--- src/rtl/cache_miss_ctrl.sv ---
// Miss-handling sequencer for a set-associative data cache: picks a victim way,
// writes it back if dirty, refills it word by word from memory, then commits the tag.
module cache_miss_ctrl #(
   parameter  int ADDR_SIZE  = 32,
   parameter  int NUM_SETS   = 16,
   parameter  int NUM_WAYS   = 4,
   parameter  int BLOCK_SIZE = 32,
   localparam int SET_W      = $clog2(NUM_SETS),
   localparam int WAY_W      = $clog2(NUM_WAYS),
   localparam int WORD_W     = $clog2(BLOCK_SIZE),
   localparam int TAG_W      = ADDR_SIZE - SET_W - WORD_W - 2
) (
   input  logic                  clk,
   input  logic                  rst,
   input  logic                  miss_valid,
   output logic                  miss_ready,
   input  logic [ADDR_SIZE-1:0]  miss_addr,
   input  logic [NUM_WAYS-1:0]   set_valid,
   input  logic [NUM_WAYS-1:0]   set_dirty,
   input  logic [TAG_W-1:0]      victim_tag,
   output logic [SET_W-1:0]      arr_set,
   output logic [WAY_W-1:0]      arr_way,
   output logic [WORD_W-1:0]     arr_word,
   output logic                  arr_rd,
   output logic                  arr_wr,
   output logic                  tag_wr,
   output logic                  mem_req,
   output logic                  mem_we,
   output logic [ADDR_SIZE-1:0]  mem_addr,
   input  logic                  mem_ack,
   output logic                  done
);

   typedef enum logic [2:0] {
      S_IDLE,
      S_SELECT,
      S_WB,
      S_REFILL,
      S_COMMIT,
      S_DONE
   } state_t;

   state_t             state_q, state_d;
   logic [TAG_W-1:0]   tag_q, tag_d;
   logic [SET_W-1:0]   set_q, set_d;
   logic [WAY_W-1:0]   way_q, way_d;
   logic [WORD_W-1:0]  cnt_q, cnt_d;
   logic [WAY_W-1:0]   rr_ptr [NUM_SETS];
   logic               rr_adv;

   logic [WAY_W-1:0]   sel_way;
   logic               sel_free;
   logic               last_word;

   // Byte offset and word index of the missing address play no part in the refill.
   logic unused_addr_bits;
   assign unused_addr_bits = ^miss_addr[WORD_W+1:0];

   assign last_word = (cnt_q == WORD_W'(BLOCK_SIZE - 1));

   // Descending scan so the lowest-index invalid way wins.
   always_comb begin
      sel_way  = rr_ptr[set_q];
      sel_free = 1'b0;
      for (int i = NUM_WAYS - 1; i >= 0; i--) begin
         if (!set_valid[i]) begin
            sel_way  = WAY_W'(i);
            sel_free = 1'b1;
         end
      end
   end

   // NOTE: every signal gets a default before the case so no path leaves one unassigned (no latches).
   always_comb begin
      state_d    = state_q;
      tag_d      = tag_q;
      set_d      = set_q;
      way_d      = way_q;
      cnt_d      = cnt_q;
      rr_adv     = 1'b0;
      miss_ready = 1'b0;
      arr_set    = '0;
      arr_way    = '0;
      arr_word   = '0;
      arr_rd     = 1'b0;
      arr_wr     = 1'b0;
      tag_wr     = 1'b0;
      mem_req    = 1'b0;
      mem_we     = 1'b0;
      mem_addr   = '0;
      done       = 1'b0;

      unique case (state_q)
         S_IDLE: begin
            miss_ready = 1'b1;
            if (miss_valid) begin
               tag_d   = miss_addr[ADDR_SIZE-1 -: TAG_W];
               set_d   = miss_addr[WORD_W+2 +: SET_W];
               state_d = S_SELECT;
            end
         end

         S_SELECT: begin
            arr_set = set_q;
            way_d   = sel_way;
            rr_adv  = !sel_free;
            cnt_d   = '0;
            if (set_valid[sel_way] && set_dirty[sel_way]) state_d = S_WB;
            else                                          state_d = S_REFILL;
         end

         S_WB: begin
            mem_req  = 1'b1;
            mem_we   = 1'b1;
            arr_rd   = 1'b1;
            arr_set  = set_q;
            arr_way  = way_q;
            arr_word = cnt_q;
            mem_addr = {victim_tag, set_q, cnt_q, 2'b00};
            if (mem_ack) begin
               cnt_d = cnt_q + WORD_W'(1);
               if (last_word) begin
                  cnt_d   = '0;
                  state_d = S_REFILL;
               end
            end
         end

         S_REFILL: begin
            mem_req  = 1'b1;
            arr_set  = set_q;
            arr_way  = way_q;
            arr_word = cnt_q;
            mem_addr = {tag_q, set_q, cnt_q, 2'b00};
            if (mem_ack) begin
               arr_wr = 1'b1;
               cnt_d  = cnt_q + WORD_W'(1);
               if (last_word) begin
                  cnt_d   = '0;
                  state_d = S_COMMIT;
               end
            end
         end

         S_COMMIT: begin
            tag_wr  = 1'b1;
            arr_set = set_q;
            arr_way = way_q;
            state_d = S_DONE;
         end

         S_DONE: begin
            done    = 1'b1;
            state_d = S_IDLE;
         end

         default: state_d = S_IDLE;
      endcase
   end

   // NOTE: sequential state uses non-blocking assignments so all registers update together at the edge.
   // NOTE: the round-robin pointers are reset explicitly; victim choice after reset must be deterministic.
   always_ff @(posedge clk or negedge rst) begin
      if (!rst) begin
         state_q <= S_IDLE;
         tag_q   <= '0;
         set_q   <= '0;
         way_q   <= '0;
         cnt_q   <= '0;
         for (int s = 0; s < NUM_SETS; s++) rr_ptr[s] <= '0;
      end else begin
         state_q <= state_d;
         tag_q   <= tag_d;
         set_q   <= set_d;
         way_q   <= way_d;
         cnt_q   <= cnt_d;
         if (rr_adv) rr_ptr[set_q] <= rr_ptr[set_q] + WAY_W'(1);
      end
   end

endmodule

--- config.mk ---
export PLATFORM = sky130hd
export DESIGN_NAME = cache_miss_ctrl
export DESIGN_NICKNAME = d
export VERILOG_FILES = /design/src/rtl/cache_miss_ctrl.sv
export SDC_FILE = /design/constraint.sdc
export NUM_CORES = 1
export LEC_CHECK = 0
export ABC_AREA = 1
export CAP_MARGIN = 20
export CELL_PAD_IN_SITES_DETAIL_PLACEMENT = 0
export CELL_PAD_IN_SITES_GLOBAL_PLACEMENT = 2
export CORE_UTILIZATION = 26
export CTS_CLUSTER_SIZE = 28
export DETAILED_ROUTE_END_ITERATION = 10
export PLACE_DENSITY_LB_ADDON = 0.25
export SYNTH_ARGS = -nofsm -noshare
export SYNTH_HDL_FRONTEND = slang
export SYNTH_SLANG_ARGS = --single-unit
--- constraint.sdc ---
create_clock -name clk -period 2.2 [get_ports clk]
set_clock_uncertainty 0.15 [all_clocks]
set_input_delay 0.44 -clock clk [delete_from_list [all_inputs] [get_ports clk]]
set_output_delay 0.44 -clock clk [all_outputs]
set_load 0.005 [all_outputs]
## Word-level counts from Yosys, hierarchy flattened

Index checks and enable logic that the tools add are counted.

- Logic and storage cells: 90
- Register bits: 67
- Bits of input ports: 65
- Output and inout port bits: 50

- Reductions and logical operators: 11
- Equality and inequality tests: 12
- Bitwise logic cells: 1
- Order comparisons: 3
- Muxes and demuxes: 40
- $add $sub $neg: 2

Operators by type and width:

| kind | number |
|---|---|
| $pmux 32 s2 | 1 |
| $bwmux 32 | 1 |
| $mux 2 | 8 |
| $mux 1 | 15 |
| $mux 3 | 5 |
| $mux 5 | 3 |
| $pmux 3 s5 | 1 |
| $ne 2x2->1 const B | 5 |
| $pmux 5 s2 | 1 |
| $bmux 2 s4 | 1 |
| $demux 2 s4 | 1 |
| $eq 3x2->1 const B | 2 |
| $eq 3x3->1 const B | 2 |
| $add 5x1->5 const B | 1 |
| $eq 5x5->1 const B | 1 |
| $ge 5x5->1 const B | 1 |
| $lt 5x1->1 const B | 1 |
| $not 4->5 | 1 |
| $reduce_and 5->1 | 1 |
| $bmux 1 s2 | 2 |
| $mux 4 | 1 |
| $reduce_and 2->1 | 2 |
| $reduce_or 4->1 | 1 |
| $eq 3x1->1 const B | 1 |
| other kinds (9) | 10 |

## Logic depth before layout (Yosys ltp)

Gate-level depths: netlist of run 1.

- Depth in word-level cells: 13
- Mapped depth: 22
- Mapped depth without buffers: 20

## Least setup slack after synthesis of run 1

No wires, ideal clock.

- Path type: register to output
- Start point: register state_q[2]
- End point: output port mem_addr[15]
- Cell stages (with the launch flop): 6
- Required time: 1.610 ns
- Buffers on the path: 1
- Arrival: 1.485 ns
- Slack: 0.125 ns
- Path through: dfrtp_1 > nor2_2 > clkinv_1 > nor2_1 > buf_2 > a22o_1

- Longest elaborated chain between the ends: 2
- Elaborated cells on any way between the ends: 3
- Classes of those cells: eq/ne: 2; mux: 1

Ends and longest elaborated chain:

| element | RTL line | source |
|---|---|---|
| from (decl) | 43 | `state_t state_q, state_d;` |
| from (signal assigned) | 172 | `state_q <= state_d;` |
| $eq 3x2->1 | 93 | `unique case (state_q)` |
| $pmux 32 s2 (*) | 93 |  |
| to (decl) | 29 | `output logic [ADDR_SIZE-1:0] mem_addr,` |

Every way passes the cells marked *; elsewhere a longest branch is shown, timed or not.

## Final worst setup path of run 1

- Start point: register state_q[2]
- End point: output port mem_addr[22]

The elaborated chain is that of the path after synthesis.

==> results of run 1 <==
## final timing paths
kind | from | to | slack (ns) | cells past startpoint
max in group asynchronous | rst | set_q[0] | 0.94 | 3
hold / removal | rr_ptr[21] | rr_ptr[21] | 0.33 | 2
hold reg to reg | rr_ptr[21] | rr_ptr[21] | 0.33 | 2
setup / recovery | state_q[2] | mem_addr[22] | -0.19 | 9
min in group asynchronous | rst | rr_ptr[7] | 0.42 | 2
setup reg to reg | set_q[0] | state_q[0] | 0.15 | 19
## synth_stat cells, drive strengths merged
| cell type | n |
|---|---|
| a21oi | 8 |
| a22o | 21 |
| buf | 14 |
| clkbuf | 5 |
| clkinv | 1 |
| conb | 1 |
| dfrtp | 67 |
| ha | 2 |
| inv | 28 |
| mux2 | 21 |
| nand2 | 155 |
| nand3 | 8 |
| nor2 | 41 |
| nor3 | 8 |
| o21a | 2 |
| o21ai | 40 |
| o22ai | 1 |
| o31ai | 1 |
| or2 | 1 |
| xnor2 | 1 |
| xor2 | 1 |
## cells in the final DEF, fill, tap and decap left out, types with 2 or more instances in the layout
master and n:
clkbuf_16 9, mux2_2 21, ha_1 2, bufinv_16 2, inv_6 3, inv_2 4
inv_1 23, clkinvlp_4 3, nor2_4 9, buf_4 33, nand3_1 8, nor2_2 3
nand2_2 5, a22o_1 21, o21a_1 2, nor3_4 2, dfrtp_1 66, buf_2 30
buf_6 24, nand2_1 150, conb_1 2, buf_8 2, clkdlybuf4s50_1 56, dlygate4sd2_1 12
a21oi_1 8, nor2_1 29, o21ai_0 40, nor3_1 5, buf_16 3, buf_12 6
clkbuf_2 5
## metrics by stage
stage                     cells  utilization  hold WS, ns  instance area, um2  setup slack (ns)
final                       769        0.438        0.334                5610            -0.188
after global placement      721        0.386        0.241                4950            -0.173
after CTS                   769        0.434        0.339                5570            -0.219
after floorplan             428            -     -0.00559                3480             0.125
after global routing        769        0.438        0.363                5610            -0.255
after detailed placement    721        0.386        0.249                4950            -0.184
## cell type report
| type | instances | area, um2 |
|---|---|---|
| clock buffers | 9 | 225 |
| well taps | 172 | 215 |
| clock inverters | 7 | 100 |
| repair buffers | 172 | 1600 |
| inverters | 29 | 116 |
| flip-flops and latches | 67 | 1680 |
| fillers | 1339 | 7210 |
| multi-input cells | 313 | 1680 |
## flip-flops by register name (all words and copies together) (netlist names)
register / cells
tag_q: 21
cnt_q: 5
set_q: 4
way_q: 2
state_q: 3
rr_ptr: 32
## what timing repair did
item | in CTS | in global routing
buffers inserted | 28 | 6
pin swaps | 21 | 23
cloned | 5 | 0
endpoints found under the hold margin | 13 | 0
hold buffers | 1 | 0
gates resized for setup | 181 | 40
setup endpoints to repair | 47 | 47
## cell families after synthesis
group | Yosys count | synth area share
DFF | 67 | 0.482
AOI/OAI and AO/OA | 73 | 0.130
buffers and inverters | 48 | 0.0659
muxes | 21 | 0.0680
and+or+nand+nor | 213 | 0.240
xor gates and xnor gates | 2 | 0.00504
adders and majority gates | 2 | 0.00720
other | 1 | 0.00108
## power breakdown
| part | internal (mW) | leakage, nW | total, mW | switching, mW |
|---|---|---|---|---|
| Combinational | 2.25 | 1.75 | 4.16 | 1.92 |
| Sequential | 1.58 | 0.867 | 1.82 | 0.243 |
| Clock | 0.999 | 0.149 | 1.59 | 0.588 |
| Total | 4.82 | 2.76 | 7.57 | 2.75 |
## worst register-to-register path, delay by kind of cell, from the launching register on
kind                   cells  cell delay (ns)
buffers and inverters      1             0.17
AND/OR/NAND/NOR           18             1.17
flip-flops                 1             0.45
## routing by layer
| metal | part of all wire | GRT usage | wire (um) |
|---|---|---|---|
| met5 | 0 | 0 | 0 |
| met4 | 0.015 | 0.0601 | 164 |
| met3 | 0.070 | 0.0567 | 787 |
| met2 | 0.46 | 0.277 | 5180 |
| met1 | 0.46 | 0.220 | 5130 |
==> flow_summary.toml, run 1 <==
[grt]
grt_antenna_before_repair = 0
grt_pass1_wl_mm = 18.7
grt-ovfl-total = 0
grt_pass1_vias = 3602
grt_max_degree = 33
grt_usage = 0.174

[synthesis]
synthTopCellsByArea = "dfrtp_1 (48%), nand2_1 (17%), mux2_2 (6.8%)"
synth_seq_area_share = 0.482
yosysTopAreaCell = "dfrtp_1"
synth_top_area_share = 0.482
ys_seq_elements = 67
yosys_warnings = 0
ys_types = 28
avgSynthCellArea_um2 = 8.14
syn_area_um2 = 3480
synth_cells = 427

[timing]
setup_viol = 32
finalHoldViolCount = 0
fin_setup_tns_ns = -2.49
min_period_over_period = 1.09
setup_ws_ns = -0.188
rsz0062_at_grt = "true"
slew_violations = 0
min_period_ns = 2.39
clock.fmax_mhz = 419

[clocking]
clockBufferDepth = 2
cts.clk_slew.worst_paths_ns = 0.06
clk_latency_ns = 0.34
cts-root-buf = "clkbuf_16"
cts_buffers = 9
htree_levels = 3
clock-sinks = 67
cts_tree = "built"

[power_and_ir_drop]
p_per_area_nw_per_um2 = 1350
p_leak_nw = 2.76
p_total_mw = 7.57
peakVddDrop_uv = 706

[final_layout]
fin_nets = 659
areaGrowthSynthToFinish_pct = 61.5
drive_gt1_frac = 0.280
antenna_cells = 0

[setup_path]
worst_setup_path_end_kind = "primary output"
crit_type = "reg -> out"
max_stage_delay_ns = 0.42
required_ns = 1.61
cp.arrival_ns = 1.80
crit_fanout = 6
worstPathCellList = "nor2_4 -> inv_4 -> buf_6 -> nor2_4 -> buf_6 -> buf_16 -> buf_6 -> a22o_1 -> buf_2"
critPathLaunchType = "flop"
cpMaxStageDelayCell = "dfrtp_1"
critPathTopFamily = "buffers and inverters"
worst-path-buf-inv = 6
cpMostUsedCell = "buf_6"

[drt]
ant_nets = 0
routed_wl_mm = 11.3
vias = 3440
drc = 0
firstDrtPassIters = 4
wl_per_cell_um = 14.6
via_per_inst = 4.47
drtIter0Drc = 175

[run_status]
outcome = "complete, but fails checks"
violations = "negative setup slack"

[placement]
port_buffers = 105
gp_congestion = 0.800
dpl.hpwl_mm = 7.39

[floorplanning]
die_y_um = 118
fp.coreArea_um2 = 12800
pin_count = 115
row_count = 41
dieArea_um2 = 13800
dieWidth_um = 118
start_util = 0.271

[run]
drv_cap = 0

[hold_path]
hold_class = "reg -> reg"
Power figures use the tool's default switching activity.
==> run 2: changes to the inputs <==
==> constraint.sdc (replaced) <==
create_clock -name clk -period 2.2 [get_ports clk]
set_clock_uncertainty 0.15 [all_clocks]
set_input_delay 0.22 -clock clk [delete_from_list [all_inputs] [get_ports clk]]
set_output_delay 0.22 -clock clk [all_outputs]
set_load 0.005 [all_outputs]
==> run 2 against run 1 <==
Net effect: critical path type unchanged; the run now ends clean; global-route usage down 1.5 points; core utilization fell by 1.4 points; critical endpoint is now done; non-clock buffer count shrank 23; largest power group unchanged.
==> flow_summary.toml, run 2 (same netlist as run 1, synthesis figures left out) <==
[grt]
grt-ovfl-total = 0
grt_antenna_before_repair = 0
grt_max_degree = 30
grt_usage = 0.159
grt_pass1_vias = 3347
grt_pass1_wl_mm = 17.3

[power_and_ir_drop]
p_total_mw = 6.98
peakVddDrop_uv = 671
p_leak_nw = 2.79
p_per_area_nw_per_um2 = 1280

[drt]
drtIter0Drc = 143
vias = 3303
firstDrtPassIters = 4
via_per_inst = 4.42
routed_wl_mm = 10.8
wl_per_cell_um = 14.5
drc = 0
ant_nets = 0

[timing]
setup_ws_ns = 0.0725
setup_viol = 0
timing.hold.ws_ns = 0.260
maxSlewHeadroom = 0.621
rsz0062_at_grt = "true"
slew_violations = 0
fin_setup_tns_ns = 0
min_period_over_period = 0.967
finalHoldViolCount = 0
min_period_ns = 2.13
tightest_slew_ns = 0.569
clock.fmax_mhz = 470

[final_layout]
mostFrequentLayoutCells = "nand2_1 (150), dfrtp_1 (66), clkdlybuf4s50_1 (62)"
utilization = 0.424
final_area_um2 = 5440
fin_nets = 638
areaGrowthSynthToFinish_pct = 56.4
antenna_cells = 0
final_cells = 748
drive_gt1_frac = 0.196
final_common_cell = "nand2_1"
top_register = "rr_ptr"
largest_register_ffs = 32
largestRegisters = "rr_ptr x32, tag_q x21, cnt_q x5"

[setup_path]
critPathLaunchType = "flop"
crit_type = "reg -> out"
cpMostUsedCell = "buf_4"
worst_setup_path_end_kind = "primary output"
worstPathCellList = "buf_4 -> buf_4 -> nor3_2 -> clkdlybuf4s50_1"
crit_fanout = 3
cpMaxStageDelayCell = "clkdlybuf4s50_1"
cp.arrival_ns = 1.76
worst-path-buf-inv = 3
critPathTopFamily = "buffers and inverters"
max_stage_delay_ns = 0.55
required_ns = 1.83

[placement]
dp_cells = 713
gp_congestion = 0.766
post-place-ws_ns = 0.00515
dpl.hpwl_mm = 7.37
port_buffers = 105
dpl_cell_area_um2 = 4860

[floorplanning]
die_y_um = 118
start_util = 0.271
dieArea_um2 = 13800
dieWidth_um = 118
pin_count = 115
row_count = 41
fp.coreArea_um2 = 12800

[clocking]
clk_latency_ns = 0.34
htree_levels = 3
cts.clk_slew.worst_paths_ns = 0.06
clock-sinks = 67
cts_buffers = 9
cts_tree = "built"
clockBufferDepth = 2
cts-root-buf = "clkbuf_16"

[run]
drv_cap = 0

[hold_path]
hold_class = "in -> async"

[run_status]
outcome = "complete, no violations"
run 2: final timing paths:
path / start / cells after the start / slack (ns) / to
worst max-delay path: state_q[1] / 4 / 0.07 / done
worst min-delay path: rst / 2 / 0.26 / rr_ptr[8]
worst max register to register: set_q[0] / 19 / 0.07 / state_q[0]
worst min register to register: rr_ptr[28] / 2 / 0.34 / rr_ptr[28]
max in group asynchronous: rst / 3 / 1.09 / set_q[0]
min in group clk: miss_addr[7] / 3 / 0.31 / set_q[0]
run 2: cell type report:
cell class | count | area [um2]
clock inverters | 6 | 88.8
multi-input cells | 313 | 1630
flip-flops and latches | 67 | 1680
inverters | 29 | 119
repair buffers | 149 | 1470
well taps | 172 | 215
clock buffers | 10 | 229
repair inverters | 2 | 12.5
fillers | 1337 | 7390
run 2: power by group:
group	internal, mW	leakage [nW]	switching [mW]
Clock	0.994	0.149	0.572
Combinational	1.90	1.77	1.70
Sequential	1.58	0.867	0.239
Total	4.47	2.79	2.51
run 2: repair_timing:
action / in CTS / in global routing
setup buffers: 5 / 8
pin swaps: 0 / 4
hold buffers: 1 / 0
endpoints found under the hold margin: 17 / 0
endpoints found under the setup margin: 44 / 45
cloned: 1 / 4
gates resized for setup: 53 / 59
run 2: per-layer routing:
metal,wire (um),up-vias,global-route usage
met2,4830,85,0.245
met1,5070,1537,0.205
met5,0,-,0
met3,794,12,0.0620
met4,125,0,0.0433
li1,-,1669,-
